===== src/rtl/cp0_pkg.sv =====
// ============================================================================
// Module      : cp0_pkg
// Description : Shared register numbers, field positions, exception codes and
//               constants for the CP0 controller.
// Revision    : 1.0 - initial release
// ============================================================================
`default_nettype none

package cp0_pkg;

  // CP0 register numbers
  localparam logic [4:0] C_REG_SR    = 5'd12;
  localparam logic [4:0] C_REG_CAUSE = 5'd13;
  localparam logic [4:0] C_REG_EPC   = 5'd14;
  localparam logic [4:0] C_REG_PRID  = 5'd15;

  // SR field positions
  localparam int C_SR_IE     = 0;
  localparam int C_SR_EXL    = 1;
  localparam int C_SR_IM_LO  = 10;
  localparam int C_SR_IM_HI  = 15;

  // Cause field positions
  localparam int C_CAUSE_EXC_LO = 2;
  localparam int C_CAUSE_EXC_HI = 6;
  localparam int C_CAUSE_IP_LO  = 10;
  localparam int C_CAUSE_IP_HI  = 15;
  localparam int C_CAUSE_BD     = 31;

  localparam logic [31:0] C_PRID_VALUE   = 32'h4342_5541;
  localparam logic [31:0] C_HANDLER_ADDR = 32'h0000_4180;

  // Exception codes
  localparam logic [4:0] C_EXC_INT     = 5'd0;
  localparam logic [4:0] C_EXC_ADEL    = 5'd4;
  localparam logic [4:0] C_EXC_ADES    = 5'd5;
  localparam logic [4:0] C_EXC_SYSCALL = 5'd8;
  localparam logic [4:0] C_EXC_RI      = 5'd10;
  localparam logic [4:0] C_EXC_OV      = 5'd12;

  typedef struct packed {
    logic [5:0] im;
    logic       exl;
    logic       ie;
  } sr_t;

  typedef struct packed {
    logic       bd;
    logic [5:0] ip;
    logic [4:0] exccode;
  } cause_t;

  function automatic logic [31:0] pack_sr(input sr_t s);
    logic [31:0] v;
    v = 32'd0;
    v[C_SR_IM_HI:C_SR_IM_LO] = s.im;
    v[C_SR_EXL]              = s.exl;
    v[C_SR_IE]               = s.ie;
    return v;
  endfunction

  function automatic logic [31:0] pack_cause(input cause_t c);
    logic [31:0] v;
    v = 32'd0;
    v[C_CAUSE_BD]                    = c.bd;
    v[C_CAUSE_IP_HI:C_CAUSE_IP_LO]   = c.ip;
    v[C_CAUSE_EXC_HI:C_CAUSE_EXC_LO] = c.exccode;
    return v;
  endfunction

endpackage

`default_nettype wire


===== src/rtl/cp0_ctrl.sv =====
// ============================================================================
// Module      : cp0_ctrl
// Description : CP0 status/cause/EPC/PRId registers with interrupt and
//               exception request generation for the M stage.
//               Optional macro CP0_EPC_FWD_EN forwards an in-flight mtc0 EPC
//               value onto epc_out.
// Revision    : 1.0 - initial release
// ============================================================================
`default_nettype none

module cp0_ctrl
  import cp0_pkg::*;
(
  input  logic        clk,
  input  logic        reset,
  input  logic        we,
  input  logic [4:0]  cp0_addr,
  input  logic [31:0] cp0_wdata,
  output logic [31:0] cp0_rdata,
  input  logic [31:0] vpc,
  input  logic        bd_in,
  input  logic [4:0]  exccode_in,
  input  logic [5:0]  hw_int,
  input  logic        eret,
  output logic        req,
  output logic [31:0] epc_out
);

  sr_t         r_sr;
  cause_t      r_cause;
  logic [31:0] r_epc;

  logic        w_int_req;
  logic        w_exc_req;
  logic        w_wr_sr;
  logic        w_wr_epc;
  logic [31:0] w_epc_capture;

  assign w_int_req = r_sr.ie & ~r_sr.exl & (|(hw_int & r_sr.im));
  assign w_exc_req = ~r_sr.exl & (exccode_in != 5'd0);
  assign req       = w_int_req | w_exc_req;

  assign w_wr_sr  = we & ~req & (cp0_addr == C_REG_SR);
  assign w_wr_epc = we & ~req & (cp0_addr == C_REG_EPC);

  // A delay-slot instruction restarts at its branch; wraps modulo 2^32
  assign w_epc_capture = bd_in ? (vpc - 32'd4) : vpc;

  always_ff @(posedge clk) begin
    if (reset) begin
      r_sr    <= '0;
      r_cause <= '0;
      r_epc   <= 32'd0;
    end else begin
      r_cause.ip <= hw_int;
      if (req) begin
        r_sr.exl        <= 1'b1;
        r_cause.bd      <= bd_in;
        r_cause.exccode <= w_int_req ? C_EXC_INT : exccode_in;
        r_epc           <= w_epc_capture;
      end else begin
        if (w_wr_sr) begin
          r_sr.im  <= cp0_wdata[C_SR_IM_HI:C_SR_IM_LO];
          r_sr.exl <= cp0_wdata[C_SR_EXL];
          r_sr.ie  <= cp0_wdata[C_SR_IE];
        end
        if (w_wr_epc) begin
          r_epc <= cp0_wdata;
        end
        // eret takes priority over a same-cycle SR write of EXL
        if (eret) begin
          r_sr.exl <= 1'b0;
        end
      end
    end
  end

  always_comb begin
    cp0_rdata = 32'd0;
    case (cp0_addr)
      C_REG_SR:    cp0_rdata = pack_sr(r_sr);
      C_REG_CAUSE: cp0_rdata = pack_cause(r_cause);
      C_REG_EPC:   cp0_rdata = r_epc;
      C_REG_PRID:  cp0_rdata = C_PRID_VALUE;
      default:     cp0_rdata = 32'd0;
    endcase
  end

`ifdef CP0_EPC_FWD_EN
  assign epc_out = w_wr_epc ? cp0_wdata : r_epc;
`else
  assign epc_out = r_epc;
`endif

endmodule

`default_nettype wire

===== config.mk =====
export PLATFORM = sky130hd
export DESIGN_NAME = cp0_ctrl
export DESIGN_NICKNAME = d
export VERILOG_FILES = /design/src/rtl/cp0_pkg.sv /design/src/rtl/cp0_ctrl.sv
export SDC_FILE = /design/constraint.sdc
export NUM_CORES = 1
export LEC_CHECK = 0
export BUFFER_PORTS_ARGS = -buffer_cell sky130_fd_sc_hd__buf_2
export CORE_ASPECT_RATIO = 0.9
export CORE_MARGIN = 1
export CORE_UTILIZATION = 30
export DETAILED_ROUTE_END_ITERATION = 10
export PLACE_DENSITY = 0.58
export SLEW_MARGIN = 5
export SYNTH_ARGS = -nofsm -noshare
export SYNTH_HDL_FRONTEND = slang
export SYNTH_SLANG_ARGS = --single-unit

===== constraint.sdc =====
create_clock -name clk -period 3.7 [get_ports clk]
set_input_delay 0.185 -clock clk [delete_from_list [all_inputs] [get_ports clk]]
set_output_delay 0.185 -clock clk [all_outputs]
set_load 0.05 [all_outputs]

=== Word-level counts from Yosys, hierarchy flattened ===
Index checks and enable logic that the tools add are counted.

* Flip-flop bits (word level): 52
* Input bits: 85
* Output and inout port bits: 65
* Logic and storage cells: 35

* Add/subtract/negate cells: 1
* Eq/ne operators: 4
* Multiplexer cells: 8
* Bitwise operators: 10
* Reductions and logical operators: 5

{| class="wikitable"
|+ Operators with widths
! kind !! count
|-
| one-hot mux 32 bit (4 select lines) || 1
|-
| two-way mux 32 bit || 3
|-
| subtractor 32 x 3 -> 32 bit, second input constant || 1
|-
| equality test 5 x 4 -> 1 bit, second input constant || 4
|-
| AND 1 bit || 6
|-
| AND 6 bit || 1
|-
| OR reduction 6 bit || 1
|-
| two-way mux 5 bit || 1
|-
| nonzero test 5 bit || 1
|-
| nonzero test 3 bit || 1
|-
| two-way mux 1 bit || 2
|-
| two-way mux 2 bit || 1
|-
| NOT 1 bit || 2
|-
| AND reduction 2 bit || 1
|-
| nonzero test 2 bit || 1
|-
| OR 1 bit || 1
|}

=== Longest topological paths before layout ===
Gate-level depths: netlist (run 1).

* Depth after elaboration: 10
* Gate-level depth with buffers: 8
* Depth with buffers taken out: 6

=== Least setup slack after synthesis (run 1) ===
OpenSTA, ideal clock, no wires.

* Kind: register -> register
* Start point: reg r_sr[1] in the netlist's numbering
* End point: reg r_epc[23], in the netlist epc_out[23]
* Setup time: 0.164 ns
* Arrival: 1.970 ns
* Data required time: 3.536 ns
* Path slack: 1.566 ns
* Cell stages (with the launch flop): 9
* Path buffers: 3
* Period minus slack after synthesis: 2.134 ns
* Cells stage by stage: dfxtp_1 clkbuf_1 inv_1 o311a_1 clkbuf_1 nor2_1 inv_1 clkbuf_1 a31oi_1

* Longest elaborated chain between the ends: 8
* Elaborated cells on any way between the ends: 10
* Those cells by class: mux: 1; bitwise: 8; reduce/logical: 1

{| class="wikitable"
|+ Ends and longest elaborated chain
! item !! line !! RTL
|-
| start, declared || cp0_ctrl.sv:29 || <nowiki>sr_t r_sr;</nowiki>
|-
| NOT 1 bit (*) || cp0_ctrl.sv:39, cp0_ctrl.sv:40 ||
|-
| AND 1 bit (2 in series) || cp0_ctrl.sv:39 || <nowiki>assign w_int_req = r_sr.ie & ~r_sr.exl & (|(hw_int & r_sr.im));</nowiki>
|-
| OR 1 bit (*) || cp0_ctrl.sv:41 || <nowiki>assign req = w_int_req | w_exc_req;</nowiki>
|-
| named net req || cp0_ctrl.sv:25 || <nowiki>output logic req,</nowiki>
|-
| NOT 1 bit (no source line) || -- ||
|-
| AND 1 bit (2 in series) || cp0_ctrl.sv:44 || <nowiki>assign w_wr_epc = we & ~req & (cp0_addr == C_REG_EPC);</nowiki>
|-
| nonzero test 2 bit (no source line) || -- ||
|-
| end signal, assigned || cp0_ctrl.sv:60 || <nowiki>r_epc <= w_epc_capture;</nowiki>
|-
| end signal, assigned || cp0_ctrl.sv:68 || <nowiki>r_epc <= cp0_wdata;</nowiki>
|-
| end, declared || cp0_ctrl.sv:31 || <nowiki>logic [31:0] r_epc;</nowiki>
|}

Mark *: on every way through the listed nets, which the timed path passes. The rest lies on a longest branch.
A chain may end at the register's enable or synchronous reset.

=== Worst setup path in the final report (run 1) ===
* Start point: reg r_sr[1] in the netlist's numbering
* End point: out req

* Longest elaborated chain between the ends: 4
* Elaborated cells on any way between the ends: 5
* Those cells by class: bitwise: 5

{| class="wikitable"
|+ Ends and longest elaborated chain
! item !! line
|-
| NOT 1 bit (*) || cp0_ctrl.sv:39, cp0_ctrl.sv:40
|-
| AND 1 bit (2 in series) || cp0_ctrl.sv:39
|-
| OR 1 bit (*) || cp0_ctrl.sv:41
|-
| end, declared || cp0_ctrl.sv:25
|}

Mark *: on every way between the ends. The rest lies on a longest branch, timed or not.

==> results of run 1 <==
## per-stage QoR
stage / hold WS [ns] / instances / setup WS [ns]
after floorplan: 0.313 / 455 / 1.57
after global placement: 0.415 / 721 / 1.20
after detailed placement: 0.426 / 721 / 1.18
after CTS: 0.124 / 729 / 0.862
after global routing: 0.134 / 729 / 0.690
final: 0.127 / 729 / 0.842
## layer usage
layer	wire, um	up-vias	global-route usage [%]	share of wire (%)
met2	5690	155	30.6	43
met1	6450	1939	31.3	49
met5	0	-	0	0
li1	-	2004	-	-
met3	794	14	2.59	6.0
met4	189	0	5.06	1.4
## report_power, final
part	total (mW)	switching, mW	internal, mW
registers	0.639	0.0368	0.603
logic	0.452	0.313	0.139
clock network	0.518	0.199	0.318
## final cells by class
type / instances / area (um2)
clock buffers: 6 / 129
clock inverters: 2 / 35.0
repair buffers: 156 / 798
fillers: 1220 / 6980
inverters: 5 / 18.8
flip-flops and latches: 52 / 1040
well taps: 156 / 195
multi-input cells: 352 / 2330
## state kept, by name (all words and copies together), names as in the netlist
signal,count
r_sr,8
r_cause,12
epc_out,32
## kinds of logic after synthesis
family | Yosys count
compound gates | 130
fa+ha+maj | 1
simple gates | 197
xor+xnor | 10
mux | 14
buf+inv | 51
flops | 52
## worst min path at each step
| stage | from | end | cells past startpoint | slack, ns |
|---|---|---|---|---|
| CTS | hw_int[4] | r_cause[9]$_SDFF_PP0_ | 2 | 0.12 |
| global route | hw_int[2] | r_cause[7]$_SDFF_PP0_ | 2 | 0.13 |
| global placement | hw_int[0] | r_cause[5]$_SDFF_PP0_ | 2 | 0.42 |
| detailed placement | hw_int[4] | r_cause[9]$_SDFF_PP0_ | 2 | 0.43 |
| floorplan | hw_int[5] | r_cause[10]$_SDFF_PP0_ | 1 | 0.31 |
| finish | hw_int[4] | r_cause[9]$_SDFF_PP0_ | 2 | 0.13 |
## cells in the mapped netlist, drive strengths merged (6+ instances only)
cell,n,share of area (%)
nor2,33,3.5
a311oi,9,2.2
a21boi,23,4.8
and3,35,6.1
xnor2,6,1.5
a21oi,13,1.8
mux2i,11,3.1
or3b,6,1.5
nand3,15,2.1
o31ai,12,2.5
or3,9,1.6
clkbuf,42,4.4
a211oi,13,2.7
o41ai,19,4.7
nand2,32,3.4
or4,15,3.4
nor4,15,2.6
dfxtp,52,29
a31oi,15,2.6
nor2b,8,1.4
nand4,7,1.2
nor3,10,1.5
==> flow_metrics.env, run 1 <==
export IMPL_crit_fanout=34
export IMPL_end_kind="primary output"
export IMPL_cts_sinks=52
export IMPL_ant_nets=0
export IMPL_synth_compound_area_share_pct=27.4
export IMPL_relSlewSlack_pct=39.0
export IMPL_synth_fa_ha_area_share_pct=0.350
export IMPL_finalNetCount=658
export IMPL_setup_violations_final=0
export IMPL_max_freq_mhz=350
export IMPL_ys_seq_area_share_pct=29.2
export IMPL_r2r_start="r_sr[1]$_SDFFE_PP0P_"
export IMPL_drtIter0Drc=391
export IMPL_root_buffer="clkbuf_16"
export IMPL_start_util_pct=31.0
export IMPL_drv_slew=0
export IMPL_numCtsBuffers=5
export IMPL_io_buffers=149
export IMPL_worst_path_stages=7
export IMPL_synth_ff_type="dfxtp_1"
export IMPL_avgRoutedWirePerCell_um=18.0
export IMPL_async_reset_ff_share_pct=0
export IMPL_coreArea_um2=11500
export IMPL_num_vias=4112
export IMPL_clockBufferDepth=2
export IMPL_fin_skew_ns=0.00567
export IMPL_maxCapViolCount=0
export IMPL_antenna_found_initial=0
export IMPL_hp_class="input port to flip-flop"
export IMPL_final_cell_area_um2=4550
export IMPL_dp_hpwl_um=10100
export IMPL_slowest_stage="inv_1"
export IMPL_leakage_nw=1.97
export IMPL_finalCoreUtilization_pct=39.5
export IMPL_power_mw=1.61
export IMPL_rsz0062_at_grt="false"
export IMPL_ir_drop_mv=0.177
export IMPL_synth_edff_count=0
export IMPL_critPathTopFamily="buffers and inverters"
export IMPL_fin_crit_sh_pct=77.2
export IMPL_drive_gt1_share_pct=32.6
export IMPL_vias_per_cell=5.64
export IMPL_synth_area_um2=3570
export IMPL_reg2reg_to="epc_out[30]$_SDFFE_PP0P_"
export IMPL_synth_fp_nets=541
export IMPL_p_per_area_nw_per_um2=354
export IMPL_rrSetupSlack_ns=1.36
export IMPL_grt_pass1_vias=3614
export IMPL_cts_resized=0
export IMPL_tns_ns=0
export IMPL_path_cells="inv_1 -> o311a_1 -> buf_4 -> nor2_1 -> buf_4 -> inv_1 -> buf_2"
export IMPL_synth_top_family_by_area="simple AND/OR/NAND/NOR gates"
export IMPL_cp_startpoint="r_sr[1]$_SDFFE_PP0P_"
export IMPL_die_h_um=106
export IMPL_cp_required_ns=3.51
export IMPL_cts_tree="built"
export IMPL_synthMuxAreaShare_pct=4.03
export IMPL_ctsHoldBuffers=0
export IMPL_gp_congestion=0.856
export IMPL_die_area_um2=12300
export IMPL_cts_max_level=2
export IMPL_final_cell_mix="buf_2 (149), dfxtp_1 (52), and3_1 (35), nor2_1 (33), nand2_1 (32)"
export IMPL_startpoint_type="flip-flop"
export IMPL_layout_commonest_cell="buf_2"
export IMPL_drc=0
export IMPL_die_x_um=117
export IMPL_slowest_delay_ns=0.55
export IMPL_cp_data_arrival_time_ns=2.67
export IMPL_clkLatencyLatePin_ns=0.29
export IMPL_rows=37
export IMPL_crit_type="flip-flop to primary output"
export IMPL_yosysUniqueCellTypes=49
export IMPL_grt_max_degree=43
export IMPL_synth_xor_area_share_pct=2.45
export IMPL_drt_pass1_iter_count=5
export IMPL_path_buf_inv=5
export IMPL_post_cts_buffers=0
export IMPL_syn_area_per_cell_um2=7.85
export IMPL_grtUsageTotal_pct=20.7
export IMPL_wirelength_um=13100
export IMPL_min_period_ns=2.86
export IMPL_synthCells=455
export IMPL_synthSimpleGateAreaFrac_pct=31.0
export IMPL_grt_pass1_wl_um=19800
export IMPL_grt_remaining_overflow=0
export IMPL_area_growth_pct=27.5
export IMPL_dpl_cell_area_um2=4390
export IMPL_ys_ff_latch=52
export IMPL_clkTransAtPathRegs_ns=0.07
export IMPL_cp_endpoint="req"
export IMPL_yosysWarnings=0
export IMPL_antenna_cells=0
export IMPL_status="finished clean"
export IMPL_ioPinCount=150
export IMPL_hold_violations=0
export IMPL_reg2reg_depth=7
export IMPL_worstMarginPinSlew_ns=0.914
No activity file was read; power rests on OpenSTA's default activity.
==> inputs of run 2 (changes only) <==
--- a/config.mk
+++ b/config.mk
@@ -10,7 +10,7 @@
 export CORE_MARGIN = 1
 export CORE_UTILIZATION = 30
 export DETAILED_ROUTE_END_ITERATION = 10
-export PLACE_DENSITY = 0.58
+export PLACE_DENSITY = 0.6
 export SLEW_MARGIN = 5
 export SYNTH_ARGS = -nofsm -noshare
 export SYNTH_HDL_FRONTEND = slang
==> constraint.sdc (replaced) <==
create_clock -name clk -period 2.6 [get_ports clk]
set_input_delay 0.13 -clock clk [delete_from_list [all_inputs] [get_ports clk]]
set_output_delay 0.13 -clock clk [all_outputs]
set_load 0.05 [all_outputs]
==> run 2 against run 1 <==
  * Via count is 2.6% higher
  * Cell count is 0.96% higher
  * Global-route usage is 1.1 points higher
  * Critical path depth is 2 lower
  * Count of clock-buffer cells in the layout stayed put
  * Worst setup slack worse by 0.51 ns
  * Sequential share of layout area is 0.32 points lower
  * Largest power group unchanged
  * First-iteration DRC count is 42% lower
  * Critical path type unchanged
  * Combinational power is 44% higher
==> flow_metrics.env, run 2 (synthesis gave the netlist of run 1 again) <==
export IMPL_status="finished clean"
export IMPL_p_per_area_nw_per_um2=502
export IMPL_antenna_cells=0
export IMPL_cts_sinks=52
export IMPL_cts_max_level=2
export IMPL_whs_path_depth=2
export IMPL_hold_start="hw_int[0]"
export IMPL_relSlewSlack_pct=36.9
export IMPL_ioPinCount=150
export IMPL_crit_type="flip-flop to primary output"
export IMPL_final_cell_area_um2=4620
export IMPL_tns_ns=0
export IMPL_cp_data_arrival_time_ns=2.14
export IMPL_reg2reg_depth=5
export IMPL_hp_class="input port to flip-flop"
export IMPL_avgRoutedWirePerCell_um=18.1
export IMPL_die_x_um=117
export IMPL_numCtsBuffers=5
export IMPL_grt_pass1_vias=4013
export IMPL_startpoint_type="flip-flop"
export IMPL_vias_per_cell=5.73
export IMPL_gp_congestion=0.908
export IMPL_finalNetCount=665
export IMPL_end_kind="primary output"
export IMPL_fin_skew_ns=0.00727
export IMPL_clkLatencyLatePin_ns=0.30
export IMPL_antenna_found_initial=0
export IMPL_fin_crit_sh_pct=87.2
export IMPL_num_vias=4218
export IMPL_root_buffer="clkbuf_16"
export IMPL_finalCoreUtilization_pct=40.1
export IMPL_cts_resized=0
export IMPL_final_cell_mix="buf_2 (149), dfxtp_1 (52), and3_1 (35), nor2_1 (33), nand2_1 (32)"
export IMPL_dp_hpwl_um=10000
export IMPL_die_area_um2=12300
export IMPL_grt_max_degree=47
export IMPL_min_period_ns=2.27
export IMPL_drive_gt1_share_pct=33.4
export IMPL_drtIter0Drc=226
export IMPL_layout_commonest_cell="buf_2"
export IMPL_grtUsageTotal_pct=21.8
export IMPL_coreArea_um2=11500
export IMPL_grt_pass1_wl_um=20700
export IMPL_finalNonFillerCells=736
export IMPL_cp_required_ns=2.47
export IMPL_cts_tree="built"
export IMPL_r2r_start="r_sr[4]$_SDFFE_PP0P_"
export IMPL_max_freq_mhz=441
export IMPL_leakage_nw=2.01
export IMPL_drc=0
export IMPL_maxCapViolCount=0
export IMPL_pre_cts_slack_ns=0.460
export IMPL_io_buffers=149
export IMPL_rows=37
export IMPL_dpl_cell_area_um2=4450
export IMPL_dp_cells=728
export IMPL_cp_startpoint="r_sr[4]$_SDFFE_PP0P_"
export IMPL_ctsHoldBuffers=0
export IMPL_setup_violations_final=0
export IMPL_grt_remaining_overflow=0
export IMPL_start_util_pct=31.0
export IMPL_clockBufferDepth=2
export IMPL_rsz0062_at_grt="false"
export IMPL_setup_slack_ns=0.333
export IMPL_crit_fanout=24
export IMPL_worstMarginPinSlew_ns=0.946
export IMPL_area_growth_pct=29.3
export IMPL_drv_slew=0
export IMPL_ant_nets=0
export IMPL_hold_violations=0
export IMPL_largest_register_ffs=32
export IMPL_wirelength_um=13300
export IMPL_power_mw=2.32
export IMPL_drt_pass1_iter_count=5
export IMPL_ir_drop_mv=0.253
export IMPL_holdWs_ns=0.0657
export IMPL_clkTransAtPathRegs_ns=0.07
export IMPL_post_cts_buffers=0
export IMPL_die_h_um=106
run 2: worst max-delay path, stage by stage (launching register included):
cell	delay [ns]
dfxtp_1	0.33
a22o_1	0.24
o311a_1	0.38
nor2_1	0.14
inv_1	0.37
buf_2	0.36
run 2: power breakdown:
part           total (mW)  leakage, nW  switching [mW]  internal (mW)
registers           0.904        0.431          0.0466          0.857
clock network       0.763       0.0808           0.310          0.454
logic               0.652         1.49           0.449          0.204
total                2.32         2.01           0.805           1.51
run 2: worst paths after layout:
path,end,slack [ns]
min,r_cause[5]$_SDFF_PP0_,0.07
max reg2reg,epc_out[17]$_SDFFE_PP0P_,0.58
max,req,0.33
min reg2reg,r_sr[3]$_SDFFE_PP0P_,0.48
run 2: final cells by class:
type	instances	area [um2]
well taps	156	195
flip-flops and latches	52	1040
clock buffers	6	129
multi-input cells	352	2330
clock inverters	2	35.0
inverters	5	18.8
repair buffers	163	863
fillers	1201	6910
run 2: metal layers:
metal / vias to the layer above / share of wire [%] / track usage, %
li1: 2007 / - / -
met1: 1996 / 45 / 30.1
met2: 197 / 45 / 34.5
met3: 18 / 7.8 / 3.28
met4: 0 / 2.1 / 7.23
met5: - / 0 / 0
==> inputs of run 3 (changes only) <==
--- a/config.mk
+++ b/config.mk
@@ -11,6 +11,7 @@
 export CORE_UTILIZATION = 30
 export DETAILED_ROUTE_END_ITERATION = 10
 export PLACE_DENSITY = 0.6
+export REMOVE_ABC_BUFFERS = 1
 export SLEW_MARGIN = 5
 export SYNTH_ARGS = -nofsm -noshare
 export SYNTH_HDL_FRONTEND = slang
==> run 3 against run 2 <==
  * Design area shrank 0.54%
  * Global-route usage is 1.0 points lower
  * Combinational power down 1%
  * Clock skew fell by 0.0018 ns
  * Critical endpoint unchanged
  * Core utilization down 0.22 points
  * Die area is the same
  * Via count is 3.3% lower
  * Non-clock buffer count decreased by 1
  * Critical path depth unchanged
  * Critical path type unchanged
  * Maximum frequency decreased by 4.5%
==> flow_metrics.env, run 3 (synthesis gave the netlist of run 1 again) <==
export IMPL_status="finished clean"
export IMPL_end_kind="primary output"
export IMPL_grt_pass1_wl_um=19800
export IMPL_grt_pass1_vias=3705
export IMPL_cts_max_level=2
export IMPL_drv_slew=0
export IMPL_layout_commonest_cell="buf_2"
export IMPL_ioPinCount=150
export IMPL_finalNetCount=664
export IMPL_avgRoutedWirePerCell_um=17.7
export IMPL_cp_required_ns=2.47
export IMPL_fin_skew_ns=0.00551
export IMPL_reg2reg_depth=5
export IMPL_root_buffer="clkbuf_16"
export IMPL_slowest_stage="inv_1"
export IMPL_reg2reg_to="r_cause[2]$_SDFFE_PP0N_"
export IMPL_clkLatencyLatePin_ns=0.30
export IMPL_cts_sinks=52
export IMPL_worstMarginPinSlew_ns=0.958
export IMPL_die_x_um=117
export IMPL_hold_start="hw_int[2]"
export IMPL_hold_violations=0
export IMPL_clockBufferDepth=2
export IMPL_ir_drop_mv=0.281
export IMPL_cpMostUsedCell="inv_1"
export IMPL_holdWs_ns=0.0637
export IMPL_rrSetupSlack_ns=0.68
export IMPL_crit_fanout=24
export IMPL_num_vias=4078
export IMPL_ant_nets=0
export IMPL_dp_hpwl_um=9590
export IMPL_rsz0062_at_grt="false"
export IMPL_maxCapViolCount=0
export IMPL_start_util_pct=31.0
export IMPL_cts_resized=0
export IMPL_startpoint_type="flip-flop"
export IMPL_gp_congestion=0.811
export IMPL_slowest_delay_ns=0.59
export IMPL_p_per_area_nw_per_um2=483
export IMPL_clkTransAtPathRegs_ns=0.07
export IMPL_cp_data_arrival_time_ns=2.24
export IMPL_numCtsBuffers=5
export IMPL_grt_remaining_overflow=0
export IMPL_largest_register_ffs=32
export IMPL_post_cts_buffers=0
export IMPL_setup_slack_ns=0.227
export IMPL_crit_type="flip-flop to primary output"
export IMPL_hp_class="input port to flip-flop"
export IMPL_coreArea_um2=11500
export IMPL_drt_pass1_iter_count=4
export IMPL_area_growth_pct=28.6
export IMPL_cts_tree="built"
export IMPL_path_buf_inv=3
export IMPL_critPathTopFamily="buffers and inverters"
export IMPL_grt_max_degree=51
export IMPL_min_period_ns=2.37
export IMPL_path_cells="inv_1 -> o311a_1 -> nor2_1 -> inv_1 -> buf_2"
export IMPL_whs_path_depth=2
export IMPL_leakage_nw=1.99
export IMPL_drtIter0Drc=229
export IMPL_final_cell_mix="buf_2 (149), dfxtp_1 (52), and3_1 (35), nor2_1 (33), nand2_1 (32)"
export IMPL_wirelength_um=13000
export IMPL_tns_ns=0
export IMPL_drc=0
export IMPL_holdPathEnd="r_cause[7]$_SDFF_PP0_"
export IMPL_fin_crit_sh_pct=91.3
export IMPL_grtUsageTotal_pct=20.8
export IMPL_r2r_start="r_sr[4]$_SDFFE_PP0P_"
export IMPL_rows=37
export IMPL_drive_gt1_share_pct=33.5
export IMPL_die_area_um2=12300
export IMPL_antenna_found_initial=1
export IMPL_pre_cts_slack_ns=0.472
export IMPL_io_buffers=149
export IMPL_relSlewSlack_pct=36.1
export IMPL_setup_violations_final=0
export IMPL_die_h_um=106
export IMPL_ctsHoldBuffers=0
export IMPL_vias_per_cell=5.54
export IMPL_max_freq_mhz=421
[run 3: cell types whose count changed in the layout (fill, tap and decap cells not counted)]
cell / previous run / this run
clkinv_4: 0 / 1
diode_2: 0 / 1
clkinv_2: 1 / 2
clkbuf_1: 1 / 0
buf_4: 13 / 12
bufinv_16: 1 / 0
[run 3: metrics by stage]
stage / power [mW] / util [%] / area, um2 / cells
floorplan: 1.31 / - / 3390 / 409
global placement: 1.56 / 38.6 / 4450 / 727
detailed placement: 1.56 / 38.6 / 4450 / 727
CTS: 2.23 / 39.8 / 4590 / 735
global route: 2.32 / 39.8 / 4590 / 736
finish: 2.22 / 39.8 / 4590 / 736
[run 3: per-layer routing]
metal  GRT usage [%]  vias up  part of all wire, %
met5               0        -                    0
met4            4.79        0                 0.18
met3            3.57        2                  5.9
met1            28.3     1940                   47
li1                -     2008                    -
met2            34.0      128                   47
[run 3: worst max-delay path by stage]
stage | from | slack, ns | endpoint | cells after the start
6_report | r_sr[1]$_SDFFE_PP0P_ | 0.23 | req | 5
5_1_grt | r_sr[1]$_SDFFE_PP0P_ | 0.04 | req | 5
4_1_cts | r_sr[1]$_SDFFE_PP0P_ | 0.22 | req | 5
3_5_place_dp | vpc[12] | 0.47 | epc_out[30]$_SDFFE_PP0P_ | 5
3_3_place_gp | vpc[4] | 0.50 | epc_out[24]$_SDFFE_PP0P_ | 5
2_1_floorplan | r_sr[1]$_SDFFE_PP0P_ | -0.49 | epc_out[10]$_SDFFE_PP0P_ | 4
[run 3: power by group]
part | internal (mW) | total [mW] | switching [mW]
sequential | 0.857 | 0.902 | 0.0448
combinational | 0.202 | 0.644 | 0.441
clock | 0.356 | 0.674 | 0.318
[run 3: layout make-up]
| class | count | area [um2] |
|---|---|---|
| Antenna cell | 1 | 2.50 |
| Sequential cell | 52 | 1040 |
| Clock buffer | 5 | 125 |
| Inverter | 5 | 18.8 |
| Tap cell | 156 | 195 |
| Multi-Input combinational cell | 352 | 2330 |
| Clock inverter | 3 | 18.8 |
| Timing Repair Buffer | 162 | 856 |
| Fill cell | 1211 | 6940 |
